[src/rtl/data_sram_axi_bridge_pkg.sv]
// Shared types and AXI encodings for the data-side SRAM-to-AXI bridge.
// Also holds the byte-enable to AXI size/alignment mapping.
package data_sram_axi_bridge_pkg;

   typedef enum logic [2:0] {
      IDLE    = 3'd0,
      RD_ADDR = 3'd1,
      RD_DATA = 3'd2,
      WR_REQ  = 3'd3,
      WR_RESP = 3'd4,
      DONE    = 3'd5
   } bridge_state_t;

   localparam logic [1:0] AXI_RESP_OKAY   = 2'b00;
   localparam logic [1:0] AXI_RESP_EXOKAY = 2'b01;
   localparam logic [1:0] AXI_RESP_SLVERR = 2'b10;
   localparam logic [1:0] AXI_RESP_DECERR = 2'b11;

   localparam logic [1:0] AXI_BURST_INCR  = 2'b01;

   localparam logic [2:0] AXI_SIZE_1      = 3'd0;
   localparam logic [2:0] AXI_SIZE_2      = 3'd1;
   localparam logic [2:0] AXI_SIZE_4      = 3'd2;

   typedef struct packed {
      logic [2:0]  size;
      logic [31:0] addr;
   } aw_xlat_t;

   // Single bytes and aligned halfwords keep the byte address; any other
   // strobe pattern is issued as a full word at the word-aligned address.
   function automatic aw_xlat_t wen_to_aw(input logic [3:0]  wen,
                                          input logic [31:0] addr);
      aw_xlat_t x;
      case (wen)
         4'b0001, 4'b0010, 4'b0100, 4'b1000: begin
            x.size = AXI_SIZE_1;
            x.addr = addr;
         end
         4'b0011, 4'b1100: begin
            x.size = AXI_SIZE_2;
            x.addr = addr;
         end
         default: begin
            x.size = AXI_SIZE_4;
            x.addr = {addr[31:2], 2'b00};
         end
      endcase
      return x;
   endfunction

endpackage

[src/rtl/data_sram_axi_bridge.sv]
// Memory-stage data port responder: turns each enabled SRAM-style access into
// one single-beat AXI4 read or write and stalls the pipeline until it completes.
//
// state   | meaning
// --------+-------------------------------------------------------------
// IDLE    | waiting for mem_en; request latched on the accepting edge
// RD_ADDR | arvalid up, waiting for arready
// RD_DATA | rready up, waiting for the single read beat
// WR_REQ  | awvalid/wvalid up, each dropped after its own handshake
// WR_RESP | bready up, waiting for the write response
// DONE    | one cycle, stall released, bus_error reports the response
module data_sram_axi_bridge
   import data_sram_axi_bridge_pkg::*;
#(
   parameter int unsigned         ID_WIDTH = 4,
   parameter logic [ID_WIDTH-1:0] AXI_ID   = ID_WIDTH'(1)
) (
   input  logic                clk,
   input  logic                rst,

   input  logic                mem_en,
   input  logic [3:0]          mem_wen,
   input  logic [31:0]         mem_addr,
   input  logic [31:0]         mem_wdata,
   output logic [31:0]         mem_rdata,
   output logic                mem_stall,
   output logic                bus_error,

   output logic [ID_WIDTH-1:0] arid,
   output logic [31:0]         araddr,
   output logic [7:0]          arlen,
   output logic [2:0]          arsize,
   output logic [1:0]          arburst,
   output logic                arvalid,
   input  logic                arready,

   input  logic [31:0]         rdata,
   input  logic [1:0]          rresp,
   input  logic                rlast,
   input  logic                rvalid,
   output logic                rready,

   output logic [ID_WIDTH-1:0] awid,
   output logic [31:0]         awaddr,
   output logic [7:0]          awlen,
   output logic [2:0]          awsize,
   output logic [1:0]          awburst,
   output logic                awvalid,
   input  logic                awready,

   output logic [31:0]         wdata,
   output logic [3:0]          wstrb,
   output logic                wlast,
   output logic                wvalid,
   input  logic                wready,

   input  logic [1:0]          bresp,
   input  logic                bvalid,
   output logic                bready
);

   bridge_state_t state;
   logic [31:0]   addr_q;
   logic [3:0]    wen_q;
   logic [31:0]   wdata_q;
   logic          aw_done;
   logic          w_done;
   logic          err_q;
   logic          aw_all;
   logic          w_all;
   aw_xlat_t      aw_xlat;

   // Exactly one beat is expected, so the last flag carries no information.
   logic          unused_rlast;
   assign unused_rlast = rlast;

   assign arid    = AXI_ID;
   assign arlen   = 8'd0;
   assign arburst = AXI_BURST_INCR;
   assign arsize  = AXI_SIZE_4;
   assign araddr  = {addr_q[31:2], 2'b00};
   assign arvalid = (state == RD_ADDR);
   assign rready  = (state == RD_DATA);

   assign aw_xlat = wen_to_aw(wen_q, addr_q);
   assign awid    = AXI_ID;
   assign awlen   = 8'd0;
   assign awburst = AXI_BURST_INCR;
   assign awsize  = aw_xlat.size;
   assign awaddr  = aw_xlat.addr;
   assign awvalid = (state == WR_REQ) && !aw_done;

   assign wdata   = wdata_q;
   assign wstrb   = wen_q;
   assign wlast   = 1'b1;
   assign wvalid  = (state == WR_REQ) && !w_done;
   assign bready  = (state == WR_RESP);

   // Handshake either earlier or on this edge counts as done.
   assign aw_all  = aw_done || (awvalid && awready);
   assign w_all   = w_done  || (wvalid  && wready);

   assign bus_error = (state == DONE) && err_q;

   always_comb begin
      mem_stall = 1'b1;
      case (state)
         IDLE:    mem_stall = mem_en;
         DONE:    mem_stall = 1'b0;
         default: mem_stall = 1'b1;
      endcase
   end

   always_ff @(posedge clk or negedge rst) begin
      if (!rst) begin
         state     <= IDLE;
         addr_q    <= '0;
         wen_q     <= '0;
         wdata_q   <= '0;
         aw_done   <= 1'b0;
         w_done    <= 1'b0;
         err_q     <= 1'b0;
         mem_rdata <= '0;
      end else begin
         case (state)
            IDLE: begin
               if (mem_en) begin
                  addr_q  <= mem_addr;
                  wen_q   <= mem_wen;
                  wdata_q <= mem_wdata;
                  state   <= (mem_wen == 4'b0000) ? RD_ADDR : WR_REQ;
               end
            end
            RD_ADDR: begin
               if (arready) state <= RD_DATA;
            end
            RD_DATA: begin
               if (rvalid) begin
                  mem_rdata <= rdata;
                  err_q     <= (rresp != AXI_RESP_OKAY);
                  state     <= DONE;
               end
            end
            WR_REQ: begin
               if (aw_all && w_all) begin
                  aw_done <= 1'b0;
                  w_done  <= 1'b0;
                  state   <= WR_RESP;
               end else begin
                  aw_done <= aw_all;
                  w_done  <= w_all;
               end
            end
            WR_RESP: begin
               if (bvalid) begin
                  err_q <= (bresp != AXI_RESP_OKAY);
                  state <= DONE;
               end
            end
            // The pipeline still shows this access's mem_en here; never relaunch.
            DONE:    state <= IDLE;
            default: state <= IDLE;
         endcase
      end
   end

endmodule
[config.mk]
export PLATFORM = sky130hd
export DESIGN_NAME = data_sram_axi_bridge
export DESIGN_NICKNAME = d
export VERILOG_FILES = /design/src/rtl/data_sram_axi_bridge_pkg.sv /design/src/rtl/data_sram_axi_bridge.sv
export SDC_FILE = /design/constraint.sdc
export NUM_CORES = 1
export LEC_CHECK = 0
export BUFFER_PORTS_ARGS = -buffer_cell sky130_fd_sc_hd__buf_2
export CORE_ASPECT_RATIO = 0.9
export CORE_MARGIN = 5
export CORE_UTILIZATION = 44
export CTS_CLUSTER_SIZE = 25
export DETAILED_ROUTE_END_ITERATION = 8
export PLACE_DENSITY = 0.87
export RECOVER_POWER = 25
export SLEW_MARGIN = 20
export SYNTH_ARGS = -nofsm -noshare
export SYNTH_HDL_FRONTEND = slang
export SYNTH_SLANG_ARGS = --single-unit
[constraint.sdc]
create_clock -name clk -period 2.35 [get_ports clk]
set_clock_uncertainty 0.1 [all_clocks]
set_input_delay 0.1175 -clock clk [delete_from_list [all_inputs] [get_ports clk]]
set_output_delay 0.1175 -clock clk [all_outputs]
set_load 0.01 [all_outputs]
# After elaboration in Yosys (flattened, before gate mapping)
# Cells that the tools add are included.
# totals
ram_bits	0
mem_count	0
output_inout_bits	174
latch_bits	0
mem_bits_ro	0
ff_bits	106
elab_cells	59
# classes
bitwise	0
n_div	0
n_reduce_logical	21
n_shift	0
multipliers	0
mux	14
addsub	0
magnitude_cmp	0
n_eq_ne	16
# ops
operator	n
one-hot mux 34 bit (2 select lines)	1
2-to-1 mux 3 bit	5
one-hot mux 3 bit (5 select lines)	1
== test 4 x 2 -> 1 bit, second input constant	2
== test 4 bit, second input constant	2
== test 3 x 2 -> 1 bit, second input constant	2
== test 3 bit, second input constant	2
logical AND 1 bit	6
!= test 2 bit, second input constant	3
nonzero test 2 bit	3
AND reduction 5 bit	1
== test 4 x 1 -> 1 bit, second input constant	1
== test 4 x 3 -> 1 bit, second input constant	1
logical NOT 4 bit	1
2-to-1 mux 1 bit	4
!= test 2 x 1 -> 1 bit, second input constant	2
one-hot mux 1 bit (2 select lines)	2
AND reduction 2 bit	2
OR reduction 4 bit	1
== test 3 x 1 -> 1 bit, second input constant	1
logical NOT 3 bit	1
AND reduction 3 bit	1
logical NOT 1 bit	2
logical OR 1 bit	2
other kinds (2)	2

# Depth between registers and ports, before layout
# Gate-level depths: netlist of the first run.
# logic_depth
depth_word	7
ltp_mapped	7
ltp_nobuf	4

# Worst setup path after synthesis of the first run
# No wires, ideal clock.
# synth_path
path_type	register to register
start	register state[1]
end	register mem_rdata[0]
required_ns	2.125
slack_ns	0.560
stages_incl_launch_ff	8
synth_period_minus_slack_ns	1.790
arrival_time_ns	1.565
setup_time_ns	0.125
cell_sequence	dfrtp_1 > buf_2 > inv_1 > nor3_2 > and2_1 > buf_2 > buf_4 > mux2_2
# synth_via
elab_chain_len	2
# synth_rtl
element	line_no	rtl
from (decl)	data_sram_axi_bridge.sv:62	bridge_state_t state;
from (signal assigned)	data_sram_axi_bridge.sv:131	state <= (mem_wen == 4'b0000) ? RD_ADDR : WR_REQ;
== test 3 x 2 -> 1 bit	-	
net rready	data_sram_axi_bridge.sv:41	output logic rready,
AND reduction 2 bit (no source line)	-	
to (signal assigned)	data_sram_axi_bridge.sv:139	mem_rdata <= rdata;
to (decl)	data_sram_axi_bridge.sv:25	output logic [31:0] mem_rdata,
# The timed path passes the listed nets, and every way through them passes these cells.
# A chain may end at the register's enable or synchronous reset.

# Worst setup path in the final report of the first run
# layout_path
start	register state[1]
end	register aw_done
# layout_via
elab_chain_len	6
word_cells_on_any_way	9
cone_classes	eq/ne (1); mux (1); reduce/logical (7)
# layout_rtl
element	line_no	rtl
== test 3 x 2 -> 1 bit (*)	data_sram_axi_bridge.sv:91, data_sram_axi_bridge.sv:96, data_sram_axi_bridge.sv:125	
logical AND 1 bit (on tied branches)	data_sram_axi_bridge.sv:91, data_sram_axi_bridge.sv:96	
logical AND 1 bit (on tied branches)	data_sram_axi_bridge.sv:100, data_sram_axi_bridge.sv:101	
logical OR 1 bit (on tied branches)	data_sram_axi_bridge.sv:100, data_sram_axi_bridge.sv:101	
logical AND 1 bit	data_sram_axi_bridge.sv:145	if (aw_all && w_all) begin
2-to-1 mux 1 bit	data_sram_axi_bridge.sv:145	
to (signal assigned)	data_sram_axi_bridge.sv:150	aw_done <= aw_all;
to (decl)	data_sram_axi_bridge.sv:66	logic aw_done;
# Every way passes the cells marked *; elsewhere a longest branch is shown, timed or not.

==> results of run 1 <==
==> kinds of logic after synthesis <==
logic type / count (synthesis) / synth area share (%)
compound gates: 11 / 1.30
xor+xnor: 1 / 0.178
buf+inv: 111 / 16.5
flops: 106 / 53.9
mux: 105 / 24.0
other cells: 2 / 0.153
simple gates: 30 / 3.89
==> path summary, 6_finish.rpt <==
kind	to	slack, ns	cells past startpoint
max	aw_done	0.35	5
min	err_q	0.14	4
max reg2reg	aw_done	0.35	5
min reg2reg	err_q	0.39	1
max in group asynchronous	mem_rdata[18]	0.75	3
min in group asynchronous	wdata[5]	0.51	2
==> state kept, by name, summed over array words and instances (netlist names) <==
name,count
mem_rdata,32
wdata,32
aw_done,1
state,3
err_q,1
wstrb,4
addr_q,32
w_done,1
==> power by group <==
group | internal [mW] | switching, mW
combinational | 1.93 | 1.90
sequential | 2.77 | 0.640
clock | 0.868 | 0.673
total | 5.56 | 3.21
==> per-stage QoR <==
step	hold slack [ns]	power (mW)	util (%)
2_1_floorplan	-0.278	6.21	-
3_3_place_gp	0.0832	6.98	52.7
3_5_place_dp	0.0997	7.15	52.7
4_1_cts	0.124	8.90	65.2
5_1_grt	0.122	9.32	64.7
6_report	0.139	8.77	64.7
==> layer usage <==
layer	vias up	routed length, um
li1	1685	-
met1	1757	4470
met2	192	7260
met3	32	1160
met4	0	405
met5	-	0
==> critical path: stages, from the launching register on <==
cell           delay (ns)
dfrtp_1              0.52
nor2b_1              0.25
and2_1               0.27
a21oi_1              0.10
a21oi_1              0.13
dlygate4sd3_1        0.57
==> area by class of cell <==
cell class | count | area [um^2]
clock inverter | 6 | 75.1
inverter | 2 | 7.51
timing repair buffer | 358 | 2310
sequential | 106 | 2650
tap | 152 | 190
fill | 826 | 3840
antenna | 1 | 2.50
multi-input combinational | 182 | 1580
clock buffer | 10 | 239
==> placed cells by master, fill, tap and decap left out <==
cell type      instances
buf_12                 3
nor2_1                 7
a21oi_1                7
or4_1                  1
o21bai_1               1
nor4b_4                1
dlygate4sd3_1        104
a221o_2                1
clkinv_4               3
and3_1                 1
clkinvlp_4             1
nor3b_2                1
buf_4                  1
buf_2                212
mux2_2                78
clkbuf_2               1
xnor2_1                1
mux2_4                 1
or2_2                  2
or3b_1                 2
inv_8                  1
nand2_1                3
and2_1                 4
nor3_2                 1
clkbuf_8               1
clkbuf_16              9
o21ai_0                2
nor3_1                 2
mux2i_1                3
mux2_1                23
clkbuf_1              37
conb_1                35
nand3_1                2
diode_2                1
bufinv_16              1
nor2b_1                3
dfrtp_1              106
inv_1                  2
==> repair_timing <==
item,CTS,global route
hold buffers,104,0
hold endpoints to repair,152,0
endpoints found under the setup margin,0,0
==> results by group, run 1 <==
Synth
  • EDFF count, synth: 0
  • Most frequent cell after synthesis: dfrtp_1
  • Post-Syn Area: 4920 um^2
  • Area leader, netlist: dfrtp_1
  • Cell variety after synth: 27
  • Mean post-synth cell area: 13.4 um^2
  • Post-Synthesis Cells: 366
  • Synth top area share: 53.9%
  • Synth async-reset ratio: 100%
  • Syn. warnings: 0
  • Sequential share of the synthesized area: 53.9%
  • Ys flop type: dfrtp_1
  • Synth top area cells: dfrtp_1, mux2_2, buf_4, mux2_1, a21oi_1
  • Post-synth top cells: dfrtp_1, buf_4, mux2_2
  • Seq cells post-synth: 106

Floorplanning
  • Initial Util: 45.1%
  • Core area: 10900 um^2
  • Die Wd: 121 um
  • Core Rows: 36
  • Die Y: 110 um
  • Io pins: 287
  • Die area: 13400 um^2

CTS
  • Post_cts resized: 0
  • CTS tree: built
  • Clock tree buffer depth: 2
  • # clock sinks: 106
  • Clock latency on the worst-skew pair: 0.34 ns
  • TritonCTS Buffers: 9
  • Clock transition at the registers of the reported paths: 0.07 ns
  • Clk root buf: clkbuf_16
  • Htree depth: 3
  • Post CTS Setup Buffer Count: 0

Detailed routing
  • Post-route ant nets: 0
  • Final wirelength: 13.3 mm
  • Drt first pass iters: 4
  • Remaining DRCs: 0
  • Starting DRT DRC Count: 103
  • Number of vias per cell: 4.49
  • Via count: 3666
  • Wirelength per Cell: 16.3 um

Placed design
  • Pre-CTS WS: 0.456 ns
  • PortBufs: 250
  • Placed Instances: 696
  • Placer Congestion: 0.743
  • DP HPWL: 8.69 mm
  • Placed cell area: 5750 um^2

Setup path
  • CP endpoint kind: flip-flop
  • Crit Path Category: flip-flop to flip-flop
  • Worst setup path startpoint: state[1]
  • Crit Path Max Fanout: 8
  • CP Launch Type: flip-flop
  • Crit path arrival time: 2.18 ns
  • Launching point of the worst reg2reg path: state[1]
  • Worst EP required: 2.53 ns

Timing
  • Normalized max-slew margin: 13.6%
  • Highest Clock Rate: 0.500 GHz
  • Final setup margin: 0.351 ns
  • Worst-margin pin slew: 1.30 ns
  • RSZ-0062 raised after global routing: false
  • Crit share post-route: 85.1%
  • Max-slew violations: 0
  • Post-layout min period: 2.00 ns
  • Final setup violation count: 0
  • TNS Setup: 0 ns
  • Fin. Hold Viols: 0

Global routing
  • M1 GR Usage: 19.2%
  • Routing usage on met3: 6.38%
  • GR peak layer: met2
  • Gr ovfl total: 0
  • Vias in the first global route: 3938
  • Total GRT Usage: 19.3%
  • Largest net degree at the start of global routing: 69
  • First-pass GRT wire length: 19.8 mm
  • Met2 Usage GRT: 36.8%
  • Initial antenna violation count: 0

Min path
  • Worst Hold Class: input port to flip-flop
  • HP Start: rresp[0]

Final layout
  • Layout Nets: 772
  • Fin area: 7060 um^2
  • Syn-to-layout area delta: 43.5%
  • Final Instance Count excl. Fillers: 817
  • Share of layout cells above drive strength 1: 47.9%

Power and ir drop
  • Worst VDD drop: 0.000819 V
  • Pleak: 3.41 nW
  • P per Cell Area: 1240 nW/um^2

Flow run
  • MaxCap Viol Count: 0

Run status
  • Outcome: finished clean
Power figures use the tool's default switching activity.
==> run 2: changes to the inputs <==
--- a/config.mk
+++ b/config.mk
@@ -10,8 +10,8 @@
 export CORE_MARGIN = 5
-export CORE_UTILIZATION = 44
+export CORE_UTILIZATION = 47
 export CTS_CLUSTER_SIZE = 25
 export DETAILED_ROUTE_END_ITERATION = 8
-export PLACE_DENSITY = 0.87
+export PLACE_DENSITY = 0.91
 export RECOVER_POWER = 25
-export SLEW_MARGIN = 20
+export SLEW_MARGIN = 10
 export SYNTH_ARGS = -nofsm -noshare
==> constraint.sdc (replaced) <==
create_clock -name clk -period 2.5 [get_ports clk]
set_clock_uncertainty 0.1 [all_clocks]
set_input_delay 0.125 -clock clk [delete_from_list [all_inputs] [get_ports clk]]
set_output_delay 0.125 -clock clk [all_outputs]
set_load 0.1 [all_outputs]
==> results by group, run 2 (synthesized netlist as in run 1, its figures left out) <==
CTS
  • Post CTS Setup Buffer Count: 0 (unchanged)
  • Post-CTS Hold Fix Bufs: 104 (unchanged)
  • Htree depth: 3 (unchanged)
  • # clock sinks: 106 (unchanged)
  • CTS tree: built
  • Clock latency on the worst-skew pair: 0.34 ns (about the same)
  • Post_cts resized: 0 (unchanged)
  • TritonCTS Buffers: 9 (unchanged)
  • Clock tree buffer depth: 2 (unchanged)
  • Clock transition at the registers of the reported paths: 0.07 ns (about the same)
  • Clk root buf: clkbuf_16

Floorplanning
  • Die Wd: 118 um (-3.0%)
  • Initial Util: 48.0% (+2.9 points)
  • Io pins: 287 (unchanged)
  • Die Y: 107 um (-3.0%)
  • Die area: 12600 um^2 (-5.8%)
  • Core area: 10200 um^2 (-6.0%)
  • Core Rows: 35 (-2.8%)

Setup path
  • Reg2Reg Setup Slack: 0.44 ns (+0.09 ns)
  • CP Launch Type: flip-flop
  • Worst EP required: 2.28 ns (-0.25 ns)
  • Crit Path Max Fanout: 13 (+5)
  • Crit path arrival time: 1.86 ns (-0.32 ns)
  • Crit Path Category: flip-flop to output port
  • CP endpoint kind: output port

Timing
  • Max-slew violations: 0 (unchanged)
  • RSZ-0062 raised after global routing: false
  • Final setup violation count: 0 (unchanged)
  • Worst-margin pin slew: 1.22 ns (-0.0796 ns)
  • Normalized max-slew margin: 19.3% (+5.7 points)
  • Crit share post-route: 83.4%
  • Highest Clock Rate: 0.480 GHz
  • Fin. Hold Viols: 0 (unchanged)
  • Post-layout min period: 2.08 ns

Final layout
  • Share of layout cells above drive strength 1: 49.4% (+1.5 points)
  • Final Instance Count excl. Fillers: 793 (-2.9%)
  • Register Area: 2650 um^2 (unchanged)
  • Syn-to-layout area delta: 43.7% (about the same)
  • Multi-input gate area: 1620 um^2 (+2.6%)
  • Commonest cells after routing, fill and taps aside: buf_2, dfrtp_1, dlygate4sd3_1, mux2_2, conb_1
  • Layout Nets: 771 (-0.13%)
  • Filler cells: 710 (-14%)
  • Most common cell after layout, fill and taps aside: buf_2

Global routing
  • Gr ovfl total: 0 (unchanged)
  • Total GRT Usage: 21.3% (+2.0 points)
  • Largest net degree at the start of global routing: 69 (unchanged)
  • Initial antenna violation count: 0 (unchanged)
  • First-pass GRT wire length: 21.7 mm (+9.1%)
  • Vias in the first global route: 4330 (+10%)

Detailed routing
  • Via count: 3799 (+3.6%)
  • Post-route ant nets: 0 (unchanged)
  • Final wirelength: 13.4 mm (+0.64%)
  • Remaining DRCs: 0 (unchanged)
  • Wirelength per Cell: 16.9 um (+3.7%)
  • Number of vias per cell: 4.79 (+6.8%)
  • Drt first pass iters: 4 (unchanged)
  • Starting DRT DRC Count: 169 (+64%)

Placed design
  • DP HPWL: 9.00 mm (+3.6%)
  • PortBufs: 250 (unchanged)
  • Placed Instances: 672 (-3.4%)
  • Placer Congestion: 0.746 (+0.39%)

Flow run
  • MaxCap Viol Count: 0 (unchanged)

Min path
  • Worst Hold Class: input port to flip-flop

Run status
  • Outcome: finished clean
run 2: cell types whose count changed in the layout (fill, tap and decap cells not counted), moves of 2 or more:
| cell | change |
|---|---|
| buf_2 | +8 |
| clkbuf_1 | -8 |
| clkinv_4 | -3 |
| inv_6 | +2 |
| nor2b_1 | -2 |
run 2: final timing paths:
| kind | from | endpoint | depth (start not counted) |
|---|---|---|---|
| worst min-delay path | rresp[1] | err_q | 4 |
| worst max-delay path | state[0] | bus_error | 3 |
| max in group asynchronous | rst | err_q | 3 |
| min in group asynchronous | rst | addr_q[5] | 2 |
| worst max register to register | state[1] | mem_rdata[10] | 5 |
| worst min register to register | err_q | err_q | 1 |
run 2: layout make-up:
| cell class | count | share of cell area, % |
|---|---|---|
| flip-flops and latches | 106 | 37.5 |
| repair buffers | 357 | 32.6 |
| diodes | 2 | 0.0708 |
| multi-input cells | 182 | 22.9 |
| well taps | 129 | 2.28 |
| inverters | 2 | 0.106 |
| clock buffers | 9 | 3.19 |
| clock inverters | 6 | 1.28 |
run 2: through the flow:
stage,utilization [%],hold slack [ns],cell area (um^2),TNS [ns],setup slack (ns)
CTS,69.3,0.141,7100,0,0.395
finish,68.9,0.160,7060,0,0.415
floorplan,-,-0.271,5080,-0.237,-0.237
global route,68.9,0.145,7060,0,0.315
global placement,56.0,0.0676,5740,0,0.566
detailed placement,56.0,0.0722,5740,0,0.465
run 2: layer usage:
metal | GRT usage, % | up-vias | wire length, um
li1 | - | 1699 | -
met4 | 12.5 | 0 | 703
met5 | 0 | - | 0
met2 | 39.5 | 215 | 7370
met3 | 8.07 | 61 | 1200
met1 | 19.8 | 1824 | 4100
run 2: critical path, cell delays in order, from the launching register on:
cell and delay, ns:
dfrtp_1 0.71, and2_1 0.22, and3_1 0.15, buf_2 0.44
Power of run 2 is left out: the tool's default activity adds up to more than one toggle a clock period on the data nets, which glitch-free logic cannot reach.
